**src/rtl/srff_driver.sv**
```systemverilog
// srff_driver: plays a WIDTH-bit target pattern into an external SR flip-flop.
// Each bit is sent MSB first and takes two cycles. In DRIVE the registered
// set/reset excitation is applied. In CHECK the fed-back q is compared with
// the target bit. The block reports a done pulse, per-bit mismatch pulses and
// a saturating error count.
module srff_driver #(
  parameter int WIDTH = 8
) (
  input  logic             clk,
  input  logic             rst,
  input  logic             in_valid,
  output logic             in_ready,
  input  logic [WIDTH-1:0] in_data,
  input  logic             q_in,
  output logic             s,
  output logic             r,
  output logic             busy,
  output logic             done,
  output logic             mismatch,
  output logic [4:0]       err_cnt
);

  localparam int IDX_W = (WIDTH > 2) ? $clog2(WIDTH) : 1;

  localparam logic [1:0] IDLE  = 2'd0;
  localparam logic [1:0] DRIVE = 2'd1;
  localparam logic [1:0] CHECK = 2'd2;
  localparam logic [1:0] DONE  = 2'd3;

  logic [1:0]       state;
  logic [WIDTH-1:0] shreg;
  logic [IDX_W-1:0] idx;

  // SR excitation for target t given present q: {s, r}. Hold cases and the
  // don't-care entries both resolve to 0, so s and r are never both high.
  function automatic logic [1:0] excite(input logic t, input logic q);
    return {t & ~q, ~t & q};
  endfunction

  // Error counter increment that sticks at 31.
  function automatic logic [4:0] sat_inc(input logic [4:0] v);
    return (v == 5'd31) ? v : v + 5'd1;
  endfunction

  // Handshake and status are decoded directly from the state register.
  always_comb begin
    in_ready = (state == IDLE);
    busy     = (state != IDLE);
    done     = (state == DONE);
  end

  // Sequencer: accept a pattern, alternate DRIVE/CHECK per bit, then DONE.
  always_ff @(posedge clk) begin
    if (!rst) begin
      state    <= IDLE;
      shreg    <= '0;
      idx      <= '0;
      s        <= 1'b0;
      r        <= 1'b0;
      mismatch <= 1'b0;
      err_cnt  <= '0;
    end else begin
      s        <= 1'b0;
      r        <= 1'b0;
      mismatch <= 1'b0;
      case (state)
        IDLE: begin
          if (in_valid) begin
            shreg   <= in_data;
            idx     <= IDX_W'(WIDTH - 1);
            err_cnt <= '0;
            {s, r}  <= excite(in_data[WIDTH-1], q_in);
            state   <= DRIVE;
          end
        end
        DRIVE: begin
          state <= CHECK;
        end
        CHECK: begin
          if (q_in != shreg[WIDTH-1]) begin
            mismatch <= 1'b1;
            err_cnt  <= sat_inc(err_cnt);
          end
          if (idx != '0) begin
            idx    <= idx - IDX_W'(1);
            shreg  <= {shreg[WIDTH-2:0], 1'b0};
            {s, r} <= excite(shreg[WIDTH-2], q_in);
            state  <= DRIVE;
          end else begin
            state <= DONE;
          end
        end
        default: begin
          state <= IDLE;
        end
      endcase
    end
  end

endmodule

```
**config.mk**
```make
export PLATFORM = sky130hd
export DESIGN_NAME = srff_driver
export DESIGN_NICKNAME = d
export VERILOG_FILES = /design/src/rtl/srff_driver.sv
export SDC_FILE = /design/constraint.sdc
export NUM_CORES = 1
export LEC_CHECK = 0
export ABC_AREA = 0
export BUFFER_PORTS_ARGS = -buffer_cell sky130_fd_sc_hd__buf_2
export CORE_ASPECT_RATIO = 1.4
export CORE_UTILIZATION = 52
export DETAILED_ROUTE_END_ITERATION = 6
export MAX_ROUTING_LAYER = met4
export PLACE_DENSITY = 0.77
export SYNTH_ARGS = -nofsm -noshare
export SYNTH_HDL_FRONTEND = slang
export SYNTH_SLANG_ARGS = --single-unit
```
**constraint.sdc**
```tcl
create_clock -name clk -period 2.2 [get_ports clk]
set_clock_uncertainty 0.1 [all_clocks]
set_input_delay 0.11 -clock clk [delete_from_list [all_inputs] [get_ports clk]]
set_output_delay 0.11 -clock clk [all_outputs]
set_load 0.1 [all_outputs]
```
==> impl_metrics.env <==
export IMPL_grt_total_ovfl=0
export IMPL_timing_rr_start="err_cnt[0]"
export IMPL_fp_dieW_um=40.2
export IMPL_hold_path_endpoint="s"
export IMPL_core_area_sq_um=1950
export IMPL_chipHeight_um=55.4
export IMPL_period_share=0.916
export IMPL_tritoncts_num_buffers=3
export IMPL_reg2reg_depth=6
export IMPL_post_route_drc_count=0
export IMPL_route_antenna_remaining_nets=0
export IMPL_final_design_utilization=0.657
export IMPL_post_drt_wl_per_cell_um=13.2
export IMPL_ys_ff_latch=21
export IMPL_timing_critical_path_cells="ha_1 -> and3_1 -> ha_1 -> or3b_1 -> or4_1 -> o21ai_1"
export IMPL_drt_pass1_iterations=4
export IMPL_drv_slew=0
export IMPL_rows=19
export IMPL_max_fo_critical_path=5
export IMPL_hp_start="in_data[7]"
export IMPL_preCtsSetupSlack_ns=0.210
export IMPL_post_synth_top_area_cell="sky130_fd_sc_hd__dfxtp_1"
export IMPL_timing_final_crit_period_ns=2.01
export IMPL_clock_path_buffers=2
export IMPL_fraction_of_the_yosys_area_taken_by_sequential_cells=0.397
export IMPL_asyncSetResetFlopFracSynth=0
export IMPL_finalSetupViolCount=0
export IMPL_clock_latency_ns=0.31
export IMPL_grt_pass1_wl_mm=3.73
export IMPL_worst_path_dominant_cell_family="simple AND/OR/NAND/NOR gates"
export IMPL_reg2reg_slack_ns=0.19
export IMPL_critical_path_startpoint_type="register"
export IMPL_clock_sink_count=21
export IMPL_detailedPlacementHpwl_mm=1.56
export IMPL_ir_worst_vdd_uv=480
export IMPL_cpMaxStageDelayCell="sky130_fd_sc_hd__or3b_1"
export IMPL_status="finished clean"
export IMPL_worstSetupEndpointType="register"
export IMPL_synth_cells=122
export IMPL_timing_fmax_mhz=496
export IMPL_power_leakage_nw=0.559
export IMPL_drt_iter0_markers=28
export IMPL_area_growth_pct=20.8
export IMPL_pin_count_of_the_biggest_net_entering_global_routing=15
export IMPL_syn_avg_cell_area_sq_um=8.69
export IMPL_worstPathBufferInverterCount=0
export IMPL_detailed_place_area_sq_um=1160
export IMPL_grt_setup_unrepaired="no"
export IMPL_synth_net_count=138
export IMPL_placed_cells=158
export IMPL_via_per_inst=5.79
export IMPL_crit_path_most_repeated_cell="sky130_fd_sc_hd__ha_1"
export IMPL_fin_hold_ws_ns=0.0166
export IMPL_root_buffer="sky130_fd_sc_hd__clkbuf_4"
export IMPL_cts_reportedPaths_clkPinSlew_ns=0.12
export IMPL_min_delay_path_depth=3
export IMPL_post_cts_repair_setup_buffers=0
export IMPL_synth_commonest_cells="sky130_fd_sc_hd__dfxtp_1 (21), sky130_fd_sc_hd__nand2_1 (17), sky130_fd_sc_hd__a21oi_1 (11)"
export IMPL_ys_warn_count=0
export IMPL_ioPinCount=23
export IMPL_initial_utilization=0.544
export IMPL_post_synth_top_count_cell="sky130_fd_sc_hd__dfxtp_1"
export IMPL_hp_class="in -> reg"
export IMPL_grt_total_usage=0.235
export IMPL_crit_path_class="reg -> reg"
export IMPL_most_used_flip_flop_cell_after_synthesis="sky130_fd_sc_hd__dfxtp_1"
export IMPL_grt_pass1_vias=913
export IMPL_clock_tree_from_tritoncts="built"
export IMPL_slowest_delay_ns=0.41
export IMPL_number_of_flops_mapped_to_enable_cells_by_yosys=0
export IMPL_antenna_cells=0
export IMPL_via_count=990
export IMPL_nNetsFinal=167
export IMPL_finalNonFillerCells=171
export IMPL_max_slew_worst_pin_slew_ns=0.491
export IMPL_numPortBuffers=22
export IMPL_final_hold_violation_count=0
export IMPL_timing_rr_end="err_cnt[0]"
export IMPL_drt_wl_total_mm=2.25
export IMPL_setup_total_negative_slack_ns=0
export IMPL_power_total_mw=0.825
export IMPL_synth_largest_type_area_fraction=0.397
export IMPL_netlist_cell_type_count=42
export IMPL_max_slew_margin=0.671
export IMPL_cts_max_level=1
export IMPL_syn_area_sq_um=1060
export IMPL_drv_max_cap_violation_count=0
export IMPL_total_power_divided_by_cell_area_nw_per_um2=645
export IMPL_cp_required_ns=2.35
export IMPL_antenna_found_initial=0
export IMPL_gpl_final_weighted_congestion=0.793
export IMPL_top_cells_by_area_in_the_synthesized_netlist="sky130_fd_sc_hd__dfxtp_1 (40%), sky130_fd_sc_hd__a311oi_1 (6.6%), sky130_fd_sc_hd__nand2_1 (6.0%), sky130_fd_sc_hd__a21oi_1 (5.2%), sky130_fd_sc_hd__ha_1 (4.7%)"
export IMPL_setup_slack_of_the_critical_path_after_layout_ns=0.186
export IMPL_drive_above_1_share=0.213
export IMPL_die_area_sq_um=2230
export IMPL_worst_ep_arrival_time_ns=2.16
export IMPL_fin_area_sq_um=1280
-- cells in the final DEF, fill, tap and decap left out, drive strengths merged, types with 2 or more instances in the layout --
cell and count:
buf 22, dfxtp 21, nand2 17, a21oi 11
dlygate4sd3 9, a311oi 8, inv 4, nor2 4
nand2b 4, nor3 4, ha 4, nand3 3
nor2b 3, clkbuf 3, o21ai 3, and3 2
or3b 2, mux2i 2, and4 2, nor3b 2
-- worst max path at each step --
stage                    start         end  depth (start not counted)
finish              err_cnt[0]  err_cnt[0]                          6
CTS                 err_cnt[0]  err_cnt[0]                          6
global placement    err_cnt[0]  err_cnt[0]                          6
detailed placement  err_cnt[0]  err_cnt[0]                          6
global route        err_cnt[0]  err_cnt[0]                          6
floorplan           err_cnt[3]  err_cnt[0]                          5
-- cell type report --
type / count / area [sq um]
Clock buffer: 3 / 22.5
Clock inverter: 1 / 5.00
Multi-Input combinational cell: 90 / 588
Fill cell: 178 / 669
Inverter: 4 / 15.0
Sequential cell: 21 / 423
Tap cell: 21 / 26.3
Timing Repair Buffer: 31 / 200
-- where the power goes --
| part | switching (mW) | leakage [nW] | internal (mW) |
|---|---|---|---|
| Clock | 0.120 | 0.0177 | 0.0680 |
| Combinational | 0.133 | 0.368 | 0.0734 |
| Sequential | 0.0232 | 0.174 | 0.408 |
| Total | 0.276 | 0.559 | 0.549 |
-- kinds of logic (layout without fill, tap and decap cells) --
logic type	count (synthesis)	count (layout)	synth area share
and+or+nand+nor	52	52	0.274
adders and majority gates	4	4	0.0472
DFF	21	21	0.397
AOI/OAI and AO/OA	30	30	0.198
buffers and inverters	11	39	0.0484
xor gates and xnor gates	2	2	0.0165
muxes	2	2	0.0189
-- registers in the layout, indices dropped and copies added (netlist names) --
signal	flops
shreg	8
err_cnt	5
idx	3
state	2
mismatch	1
r	1
s	1
-- routing by layer --
metal	routed length, um	global-route usage	part of all wire	up-vias
met1	982	0.278	0.44	464
met4	40	0.0887	0.018	0
met3	52	0.0361	0.023	5
li1	-	-	-	505
met2	1170	0.380	0.52	16
met5	0	-	0	-
-- worst reg2reg max path: stages, from the launching register on --
cell	delay, ns
sky130_fd_sc_hd__dfxtp_2	0.36
sky130_fd_sc_hd__ha_1	0.21
sky130_fd_sc_hd__and3_1	0.19
sky130_fd_sc_hd__ha_1	0.19
sky130_fd_sc_hd__or3b_1	0.41
sky130_fd_sc_hd__or4_1	0.41
sky130_fd_sc_hd__o21ai_1	0.09
-- timing repair --
action                                 4_1_cts  5_1_grt
resized for setup                            0        0
endpoints found under the hold margin       10        0
hold buffers                                 9        0
setup endpoints to repair                    0        0
Power figures use the tool's default switching activity.
